--- src/rtl/prog_loader_pkg.sv ---
// Shared constants for the stream program loader: FSM state codes,
// header field positions and the default pad instruction.
package prog_loader_pkg;

   localparam logic [2:0] ST_HDR   = 3'd0;
   localparam logic [2:0] ST_ADDR  = 3'd1;
   localparam logic [2:0] ST_DATA  = 3'd2;
   localparam logic [2:0] ST_FLUSH = 3'd3;
   localparam logic [2:0] ST_DONE  = 3'd4;

   localparam int HDR_END_BIT = 31;
   localparam int HDR_TGT_BIT = 30;

   // addi x0,x0,0
   localparam logic [31:0] PAD_WORD_DEF = 32'h0000_0013;

endpackage

--- src/rtl/line_packer.sv ---
// Assembles stream words into imem lines; slot 0 is the most significant word.
// Emits a registered line plus one-cycle line_full strobe when full or flushed.
module line_packer
   import prog_loader_pkg::*;
#(
   parameter int                  WORD_LEN   = 32,
   parameter int                  LINE_WORDS = 4,
   parameter logic [WORD_LEN-1:0] PAD_WORD   = PAD_WORD_DEF
) (
   input  logic                           clk,
   input  logic                           reset,
   input  logic                           push_i,
   input  logic [WORD_LEN-1:0]            word_i,
   input  logic                           flush_i,
   output logic                           emit_o,
   output logic                           pending_o,
   output logic [LINE_WORDS*WORD_LEN-1:0] line_o,
   output logic                           line_full_o
);

   localparam int LINE_LEN = LINE_WORDS * WORD_LEN;
   localparam int SLOT_W   = (LINE_WORDS > 1) ? $clog2(LINE_WORDS) : 1;
   localparam logic [LINE_LEN-1:0] PAD_LINE = {LINE_WORDS{PAD_WORD}};

   logic [LINE_LEN-1:0] slots_q, slots_d, filled;
   logic [LINE_LEN-1:0] line_q, line_d;
   logic [SLOT_W-1:0]   slot_q, slot_d;
   logic                full_q;

   always_comb begin
      slots_d = slots_q;
      slot_d  = slot_q;
      line_d  = line_q;
      emit_o  = 1'b0;
      filled  = slots_q;
      if (push_i) begin
         for (int i = 0; i < LINE_WORDS; i++) begin
            if (slot_q == SLOT_W'(i))
               filled[(LINE_WORDS-1-i)*WORD_LEN +: WORD_LEN] = word_i;
         end
         if (slot_q == SLOT_W'(LINE_WORDS-1)) begin
            emit_o  = 1'b1;
            line_d  = filled;
            slots_d = PAD_LINE;
            slot_d  = '0;
         end else begin
            slots_d = filled;
            slot_d  = slot_q + SLOT_W'(1);
         end
      end else if (flush_i) begin
         // untouched slots already hold the pad word
         emit_o  = 1'b1;
         line_d  = slots_q;
         slots_d = PAD_LINE;
         slot_d  = '0;
      end
   end

   assign pending_o   = (slot_d != '0);
   assign line_o      = line_q;
   assign line_full_o = full_q;

   always_ff @(posedge clk or posedge reset) begin
      if (reset) begin
         slots_q <= PAD_LINE;
         slot_q  <= '0;
         line_q  <= '0;
         full_q  <= 1'b0;
      end else begin
         slots_q <= slots_d;
         slot_q  <= slot_d;
         line_q  <= line_d;
         full_q  <= emit_o;
      end
   end

endmodule

--- src/rtl/stream_prog_loader.sv ---
// Parses a header/address/data word stream into imem line and dmem word writes,
// holding the core in prog_loading until an END header is seen.
module stream_prog_loader
   import prog_loader_pkg::*;
#(
   parameter int                  WORD_LEN      = 32,
   parameter int                  LINE_WORDS    = 4,
   parameter int                  ADDR_LEN      = 32,
   parameter int                  IMEM_ADDR_LEN = 9,
   parameter int                  CNT_LEN       = 16,
   parameter logic [WORD_LEN-1:0] PAD_WORD      = PAD_WORD_DEF
) (
   input  logic                           clk,
   input  logic                           reset,
   input  logic                           in_valid,
   input  logic [WORD_LEN-1:0]            in_data,
   output logic                           in_ready,
   input  logic                           reload,
   output logic                           prog_loading,
   output logic                           imem_we,
   output logic [IMEM_ADDR_LEN-1:0]       imem_addr,
   output logic [LINE_WORDS*WORD_LEN-1:0] imem_wdata,
   output logic                           dmem_we,
   output logic [ADDR_LEN-1:0]            dmem_addr,
   output logic [WORD_LEN-1:0]            dmem_wdata,
   output logic                           done,
   output logic                           err
);

   localparam int LINE_SHIFT = $clog2(LINE_WORDS*4);

   logic [2:0]               state_q, state_d;
   logic                     tgt_q, tgt_d;
   logic                     discard_q, discard_d;
   logic [CNT_LEN-1:0]       cnt_q, cnt_d;
   logic [ADDR_LEN-1:0]      waddr_q, waddr_d;
   logic [IMEM_ADDR_LEN-1:0] line_idx_q, line_idx_d;
   logic                     err_q, err_d;
   logic                     dmem_we_q, dmem_we_d;
   logic [ADDR_LEN-1:0]      dmem_addr_q, dmem_addr_d;
   logic [WORD_LEN-1:0]      dmem_wdata_q, dmem_wdata_d;
   logic [IMEM_ADDR_LEN-1:0] imem_addr_q, imem_addr_d;

   logic                acc, push, flush, emit, pending;
   logic [ADDR_LEN-1:0] base;

   assign in_ready = (state_q == ST_HDR) || (state_q == ST_ADDR) || (state_q == ST_DATA);
   assign acc      = in_valid && in_ready;
   assign base     = ADDR_LEN'(in_data);
   assign push     = acc && (state_q == ST_DATA) && !discard_q && !tgt_q;
   assign flush    = (state_q == ST_FLUSH);

   line_packer #(
      .WORD_LEN  (WORD_LEN),
      .LINE_WORDS(LINE_WORDS),
      .PAD_WORD  (PAD_WORD)
   ) u_packer (
      .clk        (clk),
      .reset      (reset),
      .push_i     (push),
      .word_i     (in_data),
      .flush_i    (flush),
      .emit_o     (emit),
      .pending_o  (pending),
      .line_o     (imem_wdata),
      .line_full_o(imem_we)
   );

   always_comb begin
      state_d      = state_q;
      tgt_d        = tgt_q;
      discard_d    = discard_q;
      cnt_d        = cnt_q;
      waddr_d      = waddr_q;
      line_idx_d   = line_idx_q;
      err_d        = err_q;
      dmem_we_d    = 1'b0;
      dmem_addr_d  = dmem_addr_q;
      dmem_wdata_d = dmem_wdata_q;
      imem_addr_d  = imem_addr_q;
      case (state_q)
         ST_HDR: if (acc) begin
            if (in_data[HDR_END_BIT]) begin
               state_d = ST_DONE;
            end else begin
               tgt_d   = in_data[HDR_TGT_BIT];
               cnt_d   = in_data[CNT_LEN-1:0];
               state_d = ST_ADDR;
            end
         end
         ST_ADDR: if (acc) begin
            waddr_d    = base;
            line_idx_d = IMEM_ADDR_LEN'(base >> LINE_SHIFT);
            discard_d  = !tgt_q && (base[LINE_SHIFT-1:0] != '0);
            if (discard_d) err_d = 1'b1;
            state_d = (cnt_q == '0) ? ST_HDR : ST_DATA;
         end
         ST_DATA: if (acc) begin
            cnt_d = cnt_q - CNT_LEN'(1);
            if (tgt_q && !discard_q) begin
               dmem_we_d    = 1'b1;
               dmem_addr_d  = waddr_q;
               dmem_wdata_d = in_data;
               waddr_d      = waddr_q + ADDR_LEN'(4);
            end
            if (cnt_q == CNT_LEN'(1))
               state_d = (push && pending) ? ST_FLUSH : ST_HDR;
         end
         ST_FLUSH: state_d = ST_HDR;
         ST_DONE: if (reload) begin
            state_d = ST_HDR;
            err_d   = 1'b0;
         end
         default: state_d = ST_HDR;
      endcase
      // line index advances with every emitted line, wrapping at IMEM_ADDR_LEN
      if (emit) begin
         imem_addr_d = line_idx_q;
         line_idx_d  = line_idx_q + IMEM_ADDR_LEN'(1);
      end
   end

   always_ff @(posedge clk or posedge reset) begin
      if (reset) begin
         state_q      <= ST_HDR;
         tgt_q        <= 1'b0;
         discard_q    <= 1'b0;
         cnt_q        <= '0;
         waddr_q      <= '0;
         line_idx_q   <= '0;
         err_q        <= 1'b0;
         dmem_we_q    <= 1'b0;
         dmem_addr_q  <= '0;
         dmem_wdata_q <= '0;
         imem_addr_q  <= '0;
      end else begin
         state_q      <= state_d;
         tgt_q        <= tgt_d;
         discard_q    <= discard_d;
         cnt_q        <= cnt_d;
         waddr_q      <= waddr_d;
         line_idx_q   <= line_idx_d;
         err_q        <= err_d;
         dmem_we_q    <= dmem_we_d;
         dmem_addr_q  <= dmem_addr_d;
         dmem_wdata_q <= dmem_wdata_d;
         imem_addr_q  <= imem_addr_d;
      end
   end

   assign prog_loading = (state_q != ST_DONE);
   assign done         = (state_q == ST_DONE);
   assign err          = err_q;
   assign dmem_we      = dmem_we_q;
   assign dmem_addr    = dmem_addr_q;
   assign dmem_wdata   = dmem_wdata_q;
   assign imem_addr    = imem_addr_q;

endmodule
--- config.mk ---
export PLATFORM = sky130hd
export DESIGN_NAME = stream_prog_loader
export DESIGN_NICKNAME = d
export VERILOG_FILES = /design/src/rtl/prog_loader_pkg.sv /design/src/rtl/line_packer.sv /design/src/rtl/stream_prog_loader.sv
export SDC_FILE = /design/constraint.sdc
export NUM_CORES = 1
export LEC_CHECK = 0
export ABC_AREA = 1
export BUFFER_PORTS_ARGS = -buffer_cell sky130_fd_sc_hd__buf_4
export CAP_MARGIN = 15
export CELL_PAD_IN_SITES_DETAIL_PLACEMENT = 1
export CELL_PAD_IN_SITES_GLOBAL_PLACEMENT = 2
export CORE_ASPECT_RATIO = 0.9
export CORE_UTILIZATION = 37
export DETAILED_ROUTE_END_ITERATION = 10
export PLACE_DENSITY = 0.84
export SLEW_MARGIN = 25
export SYNTH_ARGS = -nofsm -noshare
export SYNTH_HDL_FRONTEND = slang
export SYNTH_SLANG_ARGS = --single-unit
export TNS_END_PERCENT = 30
--- constraint.sdc ---
create_clock -name clk -period 20.4 [get_ports clk]
set_input_delay 0 -clock clk [delete_from_list [all_inputs] [get_ports clk]]
set_output_delay 0 -clock clk [all_outputs]
set_load 0.005 [all_outputs]
==> impl_metrics.py, run 1 <==
metrics = {
    "outcome": {
        "status": "finished, final reports clean",
    },
    "die": {
        "core.rowCount": 77,
        "die_w_microns": 237,
        "dieArea_sq_um": 50700,
        "start_util_pct": 37.5,
        "io_pins": 243,
        "die_h_microns": 214,
        "core_sq_um": 49100,
    },
    "finish": {
        "final_common_cell": "nand2_1",
        "area_growth_pct": 22.4,
        "drive_above_1_share_pct": 14.4,
        "finalNetCount": 2595,
        "layout_common_cells": "807 x nand2_1, 384 x dfrtp_1, 330 x o21ai_0",
    },
    "hold_path": {
        "hold_path.class": "input port to asynchronous set/reset pin",
    },
    "grt": {
        "antenna_found_initial": 0,
        "grt_pass1_vias": 16900,
        "grt_pass1_wl_mm": 99.5,
        "track_usage_pct": 25.5,
        "grt_max_degree": 175,
        "gr-total-overflow": 0,
    },
    "placed_design": {
        "gp_congestion": 0.876,
        "port_buffers": 242,
        "dp_hpwl_mm": 41.3,
    },
    "clock_tree": {
        "clkLatencyLatePin_ps": 590,
        "cts-resized-gates": 0,
        "htree_levels": 2,
        "clockRootBuffer": "clkbuf_16",
        "cts_tree": "built",
        "clock-sinks": 396,
        "post_cts_buffers": 0,
        "path_clk_slew_ps": 60,
        "cts_inserted_buffers": 46,
        "cts.path.max_buffers": 3,
    },
    "synth": {
        "synthCells": 2338,
        "synthFlopType": "dfrtp_1",
        "yosys-top-cells-area": "dfrtp_1 52%, nand2_1 16%, o21ai_0 9.0%",
        "synth_largest_area_cell": "dfrtp_1",
        "syn-cell-area_sq_um": 18400,
        "synth_area_per_cell_sq_um": 7.88,
        "synth_seq_area_share_pct": 53.8,
        "synth-edff-count": 0,
        "ys_ff_latch": 396,
        "yosysWarnings": 0,
        "synthDistinctLibCells": 38,
        "syn_nets": 2382,
        "yosysTopAreaCellShare_pct": 52.1,
        "synthArstFlopShare_pct": 100,
    },
    "sta": {
        "setup_tns_ps": 0,
        "tightestPinTransition_ps": 980,
        "relSlewSlack_pct": 34.7,
        "max_freq_mhz": 322,
        "finClkSkew_ps": 21.4,
        "min_period_ps": 3100,
        "rsz0062_at_grt": "false",
        "finalMaxSlewViolations": 0,
        "fin_crit_sh_pct": 15.2,
        "finalSetupViolCount": 0,
        "whs_ps": 46.2,
        "hold_violations": 0,
    },
    "routing": {
        "drtIter0Drc": 964,
        "drt_wl_total_mm": 64.5,
        "ant_nets": 0,
        "post_drt_wl_per_cell_microns": 20.0,
        "viasPerCell": 5.16,
        "via_count": 16600,
        "drc_errors": 0,
        "dr.pass1.iters": 5,
    },
    "critical_path": {
        "arrival_ps": 3610,
        "cp-start-kind": "flip-flop",
        "path_class": "flip-flop to flip-flop",
        "critical_path.slowest_cell": "buf_4",
        "critPathMaxStageDelay_ps": 840,
        "path_cells": "nand2_2 > nor2_4 > buf_4 > nor2_4 > inv_4 > buf_4 > nand2_1 > nand2_1",
        "required_ps": 20910,
        "cp_max_fo": 84,
        "endpoint_kind": "flip-flop",
    },
    "power_and_ir_drop": {
        "ir_worst_vdd_mv": 0.0560,
        "p_total_mw": 3.25,
        "power_leakage_nw": 11.2,
        "powerDensity_nw_per_um2": 144,
    },
    "job": {
        "drv_cap": 0,
    },
}
-- worst max-delay path: cells and delay by family (launching register included) --
| kind | cells | cell delay (ps) |
|---|---|---|
| flops | 1 | 570 |
| simple gates | 5 | 610 |
| buf+inv | 3 | 1720 |
-- power by group --
group          switching [mW]  internal, mW  total [mW]
clock network           0.342         0.491       0.833
registers               0.214          1.10        1.31
logic                   0.655         0.457        1.11
-- stage by stage --
step                      std cells  util (%)  setup WS [ps]  instance area (sq um)
after floorplan                2338         -           9410                  18400
after global placement         3096      42.0          17360                  20600
after detailed placement       3096      42.0          17310                  20600
after CTS                      3216      45.8          17280                  22500
after global routing           3217      45.9          16980                  22600
final                          3218      45.9          17300                  22600
-- state kept, by name (all words and copies together) (netlist names) --
register              count
cnt_q                    16
u_packer.line_full_o      1
u_packer.slots_q        128
tgt_q                     1
dmem_we                   1
imem_addr                 9
state_q                   3
waddr_q                  32
dmem_addr                32
err                       1
u_packer.slot_q           2
u_packer.line_o         128
dmem_wdata               32
line_idx_q                9
discard_q                 1
-- final cells by class --
type | count | area [sq um]
antenna | 1 | 2.50
timing repair buffer | 295 | 2350
clock buffer | 72 | 1390
tap | 632 | 791
fill | 5953 | 26600
sequential | 396 | 9920
inverter | 227 | 865
multi-input combinational | 1585 | 7130
clock inverter | 10 | 104
-- final timing paths --
path | slack [ps] | endpoint | startpoint | cells past startpoint
max | 17300 | u_packer.line_o[60] | state_q[1] | 8
min | 50 | dmem_addr[23] | reset | 3
max reg2reg | 17300 | u_packer.line_o[60] | state_q[1] | 8
min in group clk | 300 | line_idx_q[0] | in_data[4] | 4
min reg2reg | 480 | dmem_addr[7] | dmem_addr[7] | 2
max in group asynchronous | 18870 | u_packer.line_o[13] | reset | 5
-- cells in the mapped netlist, types with 5 or more instances --
master and n:
ha_1 8, buf_4 8, clkbuf_1 68, dfstp_2 12, nor2_4 5, a21oi_1 58
o22ai_1 88, nand2_1 809, o211ai_1 5, nor3_1 5, dfrtp_1 384, nand3_1 48
a31oi_1 9, nor2_1 174, or2_2 11, xor2_1 12, inv_1 222, o21ai_0 330
buf_2 52
-- cells by family (layout without fill, tap and decap cells) --
| kind of cell | after synthesis | count (layout) | share of synthesized area (%) |
|---|---|---|---|
| AOI/OAI and AO/OA | 500 | 500 | 14.5 |
| xor gates and xnor gates | 14 | 14 | 0.665 |
| adders and majority gates | 8 | 8 | 0.543 |
| buffers and inverters | 357 | 604 | 7.84 |
| DFF | 396 | 396 | 53.8 |
| other | 0 | 1 | 0 |
| and+or+nand+nor | 1063 | 1063 | 22.6 |
-- per-layer routing --
layer	vias to the layer above	wire length, microns	track usage (%)
li1	7869	-	-
met1	8317	30100	35.7
met2	328	29700	40.9
met3	82	2990	3.59
met4	0	1760	8.32
met5	-	0	0
-- repair_timing --
item / 4_1_cts / 5_1_grt
setup endpoints to repair: 0 / 0
hold buffers: 38 / 0
hold endpoints to repair: 303 / 0
(Power assumes the default switching activity.)
==> run 2: changes to the inputs <==
--- a/config.mk
+++ b/config.mk
@@ -11,9 +11,9 @@
 export CELL_PAD_IN_SITES_DETAIL_PLACEMENT = 1
 export CELL_PAD_IN_SITES_GLOBAL_PLACEMENT = 2
 export CORE_ASPECT_RATIO = 0.9
-export CORE_UTILIZATION = 37
+export CORE_UTILIZATION = 34
 export DETAILED_ROUTE_END_ITERATION = 10
-export PLACE_DENSITY = 0.84
+export PLACE_DENSITY = 0.78
 export SLEW_MARGIN = 25
 export SYNTH_ARGS = -nofsm -noshare
 export SYNTH_HDL_FRONTEND = slang
==> constraint.sdc (replaced) <==
create_clock -name clk -period 3.25 [get_ports clk]
set_input_delay 0 -clock clk [delete_from_list [all_inputs] [get_ports clk]]
set_output_delay 0 -clock clk [all_outputs]
set_load 0.005 [all_outputs]
==> run 2 against run 1 <==
The run now ends with DRC left. Count of clock-buffer cells in the layout is the same. Cell area up 1.5%. Combinational power grew to 6.4 times the previous value. Critical path type unchanged. Critical endpoint is now tgt_q. Largest cell class unchanged.
==> impl_metrics.py, run 2 (synthesis results as in run 1) <==
metrics = {
    "power_and_ir_drop": {
        "p_total_mw": 20.6,
        "sw_frac_of_total_pct": 37.6,
        "powerDensity_nw_per_um2": 901,
        "p_int_mw": 12.9,
        "p_clk_share_pct": 25.6,
        "seqPwrFrac_pct": 40.0,
        "p_sw_mw": 7.76,
        "power_leakage_nw": 11.3,
        "p_comb_share_pct": 34.5,
        "ir_worst_vdd_mv": 0.415,
    },
    "critical_path": {
        "path_buf_inv": 3,
        "cpLargestDelayFamily": "buffers and inverters",
        "path_cells": "nor2_4 > inv_1 > nor2_1 > nand2_1 > nor2_1 > nand2_1 > dlygate4sd3_1 > o21ai_0 > dlygate4sd3_1",
        "path_class": "flip-flop to flip-flop",
        "cp_max_fo": 5,
        "arrival_ps": 3130,
        "required_ps": 3780,
        "endpoint_kind": "flip-flop",
        "critical_path.slowest_cell": "dlygate4sd3_1",
        "critPathMaxStageDelay_ps": 570,
        "cp-start-kind": "flip-flop",
    },
    "placed_design": {
        "dp_cells": 3183,
        "port_buffers": 242,
        "gp_congestion": 0.883,
        "dp_hpwl_mm": 44.4,
    },
    "finish": {
        "diodes": 0,
        "nFillCells": 6400,
        "drive_above_1_share_pct": 15.4,
        "finalNetCount": 2618,
        "final_common_cell": "nand2_1",
        "seqCellArea_sq_um": 9920,
        "multi_input_area_sq_um": 7110,
        "stdcell_count": 3308,
        "layout_common_cells": "807 x nand2_1, 384 x dfrtp_1, 330 x o21ai_0",
        "area_growth_pct": 24.2,
        "final_util_pct": 43.0,
    },
    "sta": {
        "hold_violations": 0,
        "finalSetupViolCount": 0,
        "finalMaxSlewViolations": 0,
        "fin_crit_sh_pct": 79.9,
        "finClkSkew_ps": 24.2,
        "tightestPinTransition_ps": 928,
        "max_freq_mhz": 385,
        "min_period_ps": 2600,
        "rsz0062_at_grt": "false",
        "relSlewSlack_pct": 37.9,
    },
    "routing": {
        "post_drt_wl_per_cell_microns": 20.2,
        "drc_errors": 11,
        "dr.pass1.iters": 10,
        "drt_wl_total_mm": 66.7,
        "via_count": 16800,
        "drtIter0Drc": 1106,
        "viasPerCell": 5.07,
        "ant_nets": 0,
    },
    "outcome": {
        "failed_checks": "DRC",
        "status": "finished, violations left",
    },
    "die": {
        "start_util_pct": 34.6,
        "die_h_microns": 223,
        "core.rowCount": 80,
        "die_w_microns": 247,
        "dieArea_sq_um": 55200,
        "io_pins": 243,
        "core_sq_um": 53300,
    },
    "clock_tree": {
        "cts_tree": "built",
        "cts.path.max_buffers": 3,
        "cts-resized-gates": 0,
        "post_cts_buffers": 0,
        "clockRootBuffer": "clkbuf_16",
        "clkLatencyLatePin_ps": 600,
        "path_clk_slew_ps": 60,
        "cts-hold-fix-buffers": 38,
        "htree_levels": 2,
        "clock-sinks": 396,
        "cts_inserted_buffers": 47,
    },
    "grt": {
        "gr-total-overflow": 0,
        "grt_pass1_vias": 17600,
        "grt_pass1_wl_mm": 104,
        "track_usage_pct": 24.5,
        "antenna_found_initial": 0,
        "grt_max_degree": 163,
    },
    "job": {
        "drv_cap": 0,
    },
    "hold_path": {
        "hold_path.class": "input port to asynchronous set/reset pin",
    },
}
==> run 2: final timing paths <==
check	slack [ps]	endpoint	from	cells past startpoint
max	650	tgt_q	state_q[0]	9
min	9	u_packer.line_o[17]	reset	3
max reg2reg	650	tgt_q	state_q[0]	9
min reg2reg	480	dmem_addr[28]	dmem_addr[28]	2
max in group asynchronous	2160	u_packer.slots_q[0]	reset	5
min in group clk	300	line_idx_q[0]	in_data[4]	4
==> run 2: routing by layer <==
layer	part of all wire, %	track usage, %
met4	3.7	8.89
met5	0	0
met3	4.7	4.54
met2	46	38.2
met1	46	33.9
==> run 2: layout make-up <==
class	count	share of cell area, %
sequential	396	43.3
multi-input combinational	1585	31.0
timing repair buffer	317	11.4
clock buffer	72	6.20
tap	697	3.81
inverter	227	3.76
clock inverter	14	0.475
==> run 2: stage by stage <==
stage	setup TNS, ps	setup slack (ps)	hold WS, ps	instance area [sq um]
final	0	653	9.35	22900
after global routing	0	576	40.9	22900
after CTS	0	714	236	22900
after detailed placement	0	892	297	21000
after global placement	0	934	291	21000
after floorplan	-802180	-2070	110	18400
==> run 2: power groups by stage <==
stage               combinational (mW)  clock (mW)  sequential, mW
floorplan                         4.09           0            7.94
detailed placement                7.09           0            8.31
global route                      8.05        5.59            8.47
finish                            7.11        5.28            8.25
global placement                  6.82           0            8.26
CTS                               7.18        5.40            8.26
==> run 2: worst reg2reg max path, delay by kind of cell, from the launching register on <==
kind | cells | cell delay [ps]
buffers and inverters | 3 | 1240
flip-flops | 1 | 470
AO/OA/AOI/OAI | 1 | 70
AND/OR/NAND/NOR | 5 | 750
